===== config.mk =====
export PLATFORM = sky130hd
export DESIGN_NAME = stage_if_flat
export DESIGN_NICKNAME = d
export VERILOG_FILES = /design/src/rtl/stage_if_pkg.sv /design/src/rtl/stage_if_if.sv /design/src/rtl/stage_if_next_pc.sv /design/src/rtl/stage_if.sv /design/src/flat_wrapper.sv
export SDC_FILE = /design/constraint.sdc
export NUM_CORES = 1
export LEC_CHECK = 0
export ABC_AREA = 1
export BUFFER_PORTS_ARGS = -buffer_cell sky130_fd_sc_hd__clkbuf_2
export CORE_MARGIN = 2
export CORE_UTILIZATION = 57
export DETAILED_ROUTE_END_ITERATION = 8
export PLACE_DENSITY_LB_ADDON = 0.15
export SLEW_MARGIN = 0
export SYNTH_ARGS = -nofsm -noshare
export SYNTH_HDL_FRONTEND = slang
export SYNTH_SLANG_ARGS = --single-unit

===== constraint.sdc =====
create_clock -name clock -period 4.45 [get_ports clock]
set_input_delay 0.2225 -clock clock [delete_from_list [all_inputs] [get_ports clock]]
set_output_delay 0.2225 -clock clock [all_outputs]
set_load 0.01 [all_outputs]

===== src/rtl/stage_if_pkg.sv =====
// Purpose: shared pc_select encodings, IF FSM state type and NOP word.
// Latency: n/a (declarations only).
// Backpressure: n/a.
package stage_if_pkg;

    localparam logic [1:0] PCSEL_SEQ = 2'b00;   // sequential fetch_pc+4
    localparam logic [1:0] PCSEL_BR  = 2'b01;   // taken branch, pc_b
    localparam logic [1:0] PCSEL_JR  = 2'b10;   // register jump, a_id
    localparam logic [1:0] PCSEL_J   = 2'b11;   // j/jal, pc_j

    localparam logic [31:0] NOP_WORD = 32'h0000_0000;

    typedef enum logic [1:0] {
        ST_BOOT  = 2'd0,
        ST_FETCH = 2'd1,
        ST_HOLD  = 2'd2
    } if_state_e;

endpackage


===== src/rtl/stage_if_if.sv =====
// Purpose: instruction memory request/ready handshake between IF and imem.
// Latency: n/a (wires only).
// Backpressure: imem_ready low holds the request; address must stay stable.
// Ports: master (IF) drives imem_req/imem_addr, slave (memory) drives imem_ready/imem_rdata.
interface stage_if_if;
    logic        imem_req;
    logic [31:0] imem_addr;
    logic        imem_ready;
    logic [31:0] imem_rdata;

    modport master (
        output imem_req,
        output imem_addr,
        input  imem_ready,
        input  imem_rdata
    );

    modport slave (
        input  imem_req,
        input  imem_addr,
        output imem_ready,
        output imem_rdata
    );
endinterface


===== src/rtl/stage_if_next_pc.sv =====
// Purpose: combinational redirect-target mux and next-fetch-PC priority select.
// Latency: 0 cycles (pure combinational).
// Backpressure: none; callers decide when next_pc_o is used.
// Ports: pc_select_i/pc_b_i/a_id_i/pc_j_i pick the target; redirect_i and
//        redir_valid_i/redir_pc_i choose between live, pending and sequential PC.
module if_next_pc
    import stage_if_pkg::*;
(
    input  logic [1:0]  pc_select_i,
    input  logic [31:0] pc_b_i,
    input  logic [31:0] pc_j_i,
    input  logic [31:0] a_id_i,
    input  logic [31:0] fetch_pc_i,
    input  logic        redirect_i,
    input  logic        redir_valid_i,
    input  logic [31:0] redir_pc_i,
    output logic [31:0] target_o,
    output logic [31:0] pc_plus4_o,
    output logic [31:0] next_pc_o
);

    // 32-bit add wraps naturally: 32'hFFFFFFFC + 4 = 0.
    assign pc_plus4_o = fetch_pc_i + 32'd4;

    always_comb begin
        target_o = pc_j_i;
        case (pc_select_i)
            PCSEL_BR: target_o = pc_b_i;
            PCSEL_JR: target_o = a_id_i;
            PCSEL_J:  target_o = pc_j_i;
            default:  target_o = pc_j_i;
        endcase
    end

    // A redirect seen this cycle wins over one parked from an earlier cycle.
    always_comb begin
        next_pc_o = pc_plus4_o;
        if (redirect_i) begin
            next_pc_o = target_o;
        end else if (redir_valid_i) begin
            next_pc_o = redir_pc_i;
        end
    end

endmodule


===== src/rtl/stage_if.sv =====
// Purpose: MIPS-style instruction fetch stage with delay-slot redirect and 1-entry hold buffer.
// Latency: fetched word reaches the IF/ID register on the edge that completes the fetch.
// Backpressure: ID stall freezes PC and IF/ID; a word returning during stall parks in HOLD.
// Ports: clock/reset_0 (sync active-low), stall, pc_select + pc_b/pc_j/a_id from ID,
//        imem handshake via stage_if_if.master, IF/ID outputs instr_id/pc4_id/id_valid.
module stage_if
    import stage_if_pkg::*;
#(
    parameter logic [31:0] RESET_PC = 32'h0000_0000
) (
    input  logic          clock,
    input  logic          reset_0,
    input  logic          stall,
    input  logic [1:0]    pc_select,
    input  logic [31:0]   pc_b,
    input  logic [31:0]   pc_j,
    input  logic [31:0]   a_id,
    stage_if_if.master    imem,
    output logic [31:0]   instr_id,
    output logic [31:0]   pc4_id,
    output logic          id_valid
);

    if_state_e   state_q, state_d;
    logic [31:0] fetch_pc_q, fetch_pc_d;
    logic [31:0] hold_q, hold_d;
    logic [31:0] instr_q, instr_d;
    logic [31:0] pc4_q, pc4_d;
    logic        valid_q, valid_d;
    logic        redir_valid_q, redir_valid_d;
    logic [31:0] redir_pc_q, redir_pc_d;

    logic        redirect;
    logic        consume;
    logic [31:0] word;
    logic        imem_req_c;
    logic [31:0] target;
    logic [31:0] pc_plus4;
    logic [31:0] next_pc;

    // Only a valid instruction that is actually leaving ID may redirect.
    assign redirect = !stall && valid_q && (pc_select != PCSEL_SEQ);

    if_next_pc u_next_pc (
        .pc_select_i   (pc_select),
        .pc_b_i        (pc_b),
        .pc_j_i        (pc_j),
        .a_id_i        (a_id),
        .fetch_pc_i    (fetch_pc_q),
        .redirect_i    (redirect),
        .redir_valid_i (redir_valid_q),
        .redir_pc_i    (redir_pc_q),
        .target_o      (target),
        .pc_plus4_o    (pc_plus4),
        .next_pc_o     (next_pc)
    );

    always_comb begin
        state_d       = state_q;
        fetch_pc_d    = fetch_pc_q;
        hold_d        = hold_q;
        instr_d       = instr_q;
        pc4_d         = pc4_q;
        valid_d       = valid_q;
        redir_valid_d = redir_valid_q;
        redir_pc_d    = redir_pc_q;
        imem_req_c    = 1'b0;
        consume       = 1'b0;
        word          = hold_q;

        case (state_q)
            ST_BOOT: begin
                state_d = ST_FETCH;
            end
            ST_FETCH: begin
                imem_req_c = 1'b1;
                if (imem.imem_ready) begin
                    if (stall) begin
                        hold_d  = imem.imem_rdata;
                        state_d = ST_HOLD;
                    end else begin
                        consume = 1'b1;
                        word    = imem.imem_rdata;
                    end
                end
            end
            ST_HOLD: begin
                if (!stall) begin
                    consume = 1'b1;
                    word    = hold_q;
                end
            end
            default: begin
                state_d = ST_BOOT;
            end
        endcase

        if (consume) begin
            instr_d       = word;
            pc4_d         = pc_plus4;
            valid_d       = 1'b1;
            fetch_pc_d    = next_pc;
            state_d       = ST_FETCH;
            redir_valid_d = 1'b0;
        end else if (!stall) begin
            instr_d = NOP_WORD;
            valid_d = 1'b0;
            // No word to carry the redirect yet: park it for the next consume.
            if (redirect) begin
                redir_valid_d = 1'b1;
                redir_pc_d    = target;
            end
        end
    end

    always_ff @(posedge clock) begin
        if (!reset_0) begin
            state_q       <= ST_BOOT;
            fetch_pc_q    <= RESET_PC;
            hold_q        <= NOP_WORD;
            instr_q       <= NOP_WORD;
            pc4_q         <= 32'd0;
            valid_q       <= 1'b0;
            redir_valid_q <= 1'b0;
            redir_pc_q    <= 32'd0;
        end else begin
            state_q       <= state_d;
            fetch_pc_q    <= fetch_pc_d;
            hold_q        <= hold_d;
            instr_q       <= instr_d;
            pc4_q         <= pc4_d;
            valid_q       <= valid_d;
            redir_valid_q <= redir_valid_d;
            redir_pc_q    <= redir_pc_d;
        end
    end

    assign imem.imem_req  = imem_req_c;
    assign imem.imem_addr = fetch_pc_q;
    assign instr_id       = instr_q;
    assign pc4_id         = pc4_q;
    assign id_valid       = valid_q;

endmodule

===== src/flat_wrapper.sv =====
// flat-port wrapper written by rule: the top's interface ports become plain ports
module stage_if_flat import stage_if_pkg::*;
#(
    parameter logic [31:0] RESET_PC = 32'h0000_0000
)
  (clock, reset_0, stall, pc_select, pc_b, pc_j, a_id, instr_id, pc4_id, id_valid, imem_imem_req, imem_imem_addr, imem_imem_ready, imem_imem_rdata);
  stage_if_if imem_i ();
  input  logic clock;
  input  logic reset_0;
  input  logic stall;
  input  logic [1:0] pc_select;
  input  logic [31:0] pc_b;
  input  logic [31:0] pc_j;
  input  logic [31:0] a_id;
  output logic [31:0] instr_id;
  output logic [31:0] pc4_id;
  output logic id_valid;
  output wire logic [$bits(imem_i.imem_req)-1:0] imem_imem_req;
  output wire logic [$bits(imem_i.imem_addr)-1:0] imem_imem_addr;
  input wire logic [$bits(imem_i.imem_ready)-1:0] imem_imem_ready;
  input wire logic [$bits(imem_i.imem_rdata)-1:0] imem_imem_rdata;
  assign imem_imem_req = imem_i.imem_req;
  assign imem_imem_addr = imem_i.imem_addr;
  assign imem_i.imem_ready = imem_imem_ready;
  assign imem_i.imem_rdata = imem_imem_rdata;
  stage_if #(.RESET_PC(RESET_PC)) u_core (.clock(clock), .reset_0(reset_0), .stall(stall), .pc_select(pc_select), .pc_b(pc_b), .pc_j(pc_j), .a_id(a_id), .imem(imem_i), .instr_id(instr_id), .pc4_id(pc4_id), .id_valid(id_valid));
endmodule

==> flow_metrics.py <==
metrics = {
    "die": {
        "fp.coreArea_um2": 13900,
        "die-width_um": 124,
        "die_height_um": 124,
        "die_area_um2": 15300,
        "number_of_top_level_pins": 232,
        "starting_density": 0.588,
        "floorplan.rows": 43,
    },
    "critical_path": {
        "crit_path_launch": "stall",
        "timing.critical_path.buf_inv": 4,
        "worstRegToRegCells": 9,
        "cp_cell_sequence": "clkbuf_2 -> inv_4 -> nand2_4 -> inv_2 -> nand2_2 -> inv_2 -> o21ai_0 -> a21oi_1",
        "critical_path_class": "in -> reg",
        "r2r_slack_ns": 1.89,
        "crit_path_frequent_cell": "inv_2",
        "worstReg2RegStart": "u_core.state_q[1]$_SDFFE_PP0P_",
        "cp_slowest_cell": "nand2_2",
        "cp.required_ns": 4.75,
        "critical-path-top-delay-family": "buffers and inverters",
        "cp.depth": 8,
        "cp_max_fanout": 60,
        "timing.rr.end": "u_core.instr_id[5]$_SDFFE_PN0P_",
        "crit_arrival_ns": 2.86,
        "timing.critical_path.to": "u_core.redir_pc_q[7]$_SDFFE_PN0P_",
        "critical_path.startpoint_type": "input pin",
        "cp-end-kind": "register",
        "cp_slowest_stage_delay_ns": 0.62,
    },
    "outcome": {
        "outcome": "finished clean",
    },
    "timing": {
        "timing.hold.ws_ns": 0.0435,
        "report.final.setup_viol": 0,
        "worst_slew_pin_slew_ns": 1.32,
        "slew_headroom": 0.117,
        "setup_repair_after_global_routing_missed_its_margin": "false",
        "number_of_max_slew_violations_in_the_final_report": 0,
        "setup_tns_ns": 0,
        "fmaxAchievable_mhz": 390,
        "final_min_period_over_clock_period": 0.576,
        "skew_ns": 0.00739,
        "final_hold_viol_count": 0,
        "final_critical_period_ns": 2.56,
    },
    "drt": {
        "detail_route.wl_per_cell_um": 14.9,
        "routed_wl_um": 23500,
        "vias": 8440,
        "dr.first_iter.drc_count": 680,
        "drt_pass1_iterations": 7,
        "drcViolationCount": 0,
        "post_drt_via_cell_ratio": 5.35,
        "ant_nets": 0,
    },
    "placement": {
        "dp.cells": 1546,
        "gpl.final_weighted_congestion": 0.944,
        "hpwl_after_detailed_placement_um": 16400,
        "placement.io_buffers": 231,
    },
    "logic_synthesis": {
        "synth_area_per_cell_um2": 6.79,
        "synthDistinctLibCells": 36,
        "netlist_top_cells_area": "dfxtp_1 (40%), nand2_1 (14%), o21ai_0 (8.7%), a21oi_1 (6.9%), nor2_1 (6.5%)",
        "synthesis.area_um2": 8190,
        "syn-num-nets": 1347,
        "synth_async_sr_flop_share": 0,
        "yosysTopAreaCell": "dfxtp_1",
        "synth-seq-cells": 164,
        "edff_count_synth": 0,
        "synth_cells": 1206,
        "yosysTopAreaCellShare": 0.401,
        "synth_top_flop_cell": "dfxtp_1",
        "yosysSeqAreaShare": 0.401,
        "yosys_synthesis_warning_count": 0,
    },
    "layout": {
        "final_core_util": 0.710,
        "final_layout_size_suffix_gt1_frac": 0.218,
        "layout_commonest_cell": "nand2_1",
        "layout_common_cells": "nand2_1 (314), clkbuf_2 (231), dfxtp_1 (164)",
        "synthToLayoutAreaGrowth_pct": 20.8,
        "final_nets": 1526,
        "layout.cells.non_filler": 1578,
        "antenna_cells": 0,
    },
    "clock_network": {
        "count_of_instances_resized_after_the_clock_tree_is_built": 0,
        "postCtsHoldBufs": 0,
        "cts_buffers": 17,
        "tritoncts": "done",
        "ctsHtreeMaxLevel": 4,
        "cts_max_path_buffers": 2,
        "clock_latency_late_sink_ns": 0.43,
        "cts_root_buffer": "clkbuf_16",
        "cts.clk_slew.worst_paths_ns": 0.06,
        "cts_num_sinks": 164,
        "postCtsSetupRepairBufs": 0,
    },
    "power": {
        "cellPowerDensity_nw_per_um2": 375,
        "power.leakage_nw": 4.74,
        "max-vdd-ir-drop_mv": 0.248,
    },
    "min_path": {
        "hold_path.class": "in -> reg",
        "holdCritStartpoint": "imem_imem_rdata[30]",
    },
    "global_routing": {
        "gr-total-overflow": 0,
        "grt_start_max_net_pins": 81,
        "antenna_violations_before_repair": 0,
        "number_of_global_route_vias_before_repair": 7785,
        "first_pass_grt_wire_length_um": 37700,
        "gr-usage-all-layers": 0.312,
    },
    "run": {
        "cap_viol_max_count": 0,
    },
}
==> logic make-up (layout without fill, tap and decap cells) <==
kind of cell,after synthesis,count (layout),synth area share
xor+xnor,15,15,0.0206
fa+ha+maj,7,7,0.0107
buf+inv,175,367,0.0874
compound gates,303,303,0.202
flops,164,164,0.401
simple gates,542,542,0.278
==> worst min-delay path: cells and delay by family <==
family,cells,cell delay [ns]
buffers and inverters,1,0.09
AND/OR/NAND/NOR,2,0.12
==> cells in the mapped netlist, types with 7 or more instances <==
library cell  number
dfxtp_1          164
nand2_2            8
nand2_1          315
nor2_1           141
ha_1               7
a211oi_1          15
a22o_1            17
nand3_1           54
o21ai_1            7
inv_1             92
clkbuf_1          42
buf_2             27
o21ai_0          142
a21oi_1          113
==> layer usage <==
layer / GRT usage / share of wire / routed length (um)
met5: 0 / 0 / 0
met4: 0.109 / 0.018 / 431
met3: 0.0792 / 0.083 / 1950
met2: 0.486 / 0.46 / 10800
met1: 0.422 / 0.44 / 10300
==> per-stage QoR <==
| step | setup WS (ns) | power (mW) | instance area [um^2] |
|---|---|---|---|
| 2_1_floorplan | 2.85 | 2.00 | 8190 |
| 3_5_place_dp | 1.51 | 2.17 | 9260 |
| 3_3_place_gp | 1.53 | 2.16 | 9260 |
| 6_report | 1.89 | 3.71 | 9890 |
| 5_1_grt | 1.66 | 3.87 | 9890 |
| 4_1_cts | 1.88 | 3.71 | 9890 |
==> worst min path at each step <==
stage	endpoint	slack, ns	cells after the start
after global routing	u_core.hold_q[30]$_SDFFE_PN0P_	0.08	3
after CTS	u_core.hold_q[30]$_SDFFE_PN0P_	0.03	3
after detailed placement	u_core.pc4_id[27]$_SDFFE_PN0P_	0.44	2
after global placement	u_core.pc4_id[27]$_SDFFE_PN0P_	0.44	2
final	u_core.hold_q[30]$_SDFFE_PN0P_	0.04	3
after floorplan	u_core.hold_q[30]$_SDFFE_PN0P_	0.36	2
==> registers in the layout, summed over array words and instances (netlist names) <==
register,flops
u_core.hold_q,32
u_core.imem.imem_addr,32
u_core.instr_id,32
u_core.pc4_id,32
u_core.redir_pc_q,32
u_core.state_q,2
u_core.id_valid,1
u_core.redir_valid_q,1
==> power by group <==
part | switching (mW) | internal [mW] | total (mW)
Clock | 0.608 | 0.955 | 1.56
Combinational | 0.389 | 0.193 | 0.581
Sequential | 0.0310 | 1.54 | 1.57
Total | 1.03 | 2.68 | 3.71
==> area by class of cell <==
type / count / area, um^2
fillers: 1234 / 4040
clock inverters: 12 / 180
repair buffers: 235 / 1190
well taps: 180 / 225
clock buffers: 20 / 447
inverters: 100 / 378
flip-flops and latches: 164 / 3280
multi-input cells: 867 / 4190
Note: power is estimated with default switching activity, not from simulation.
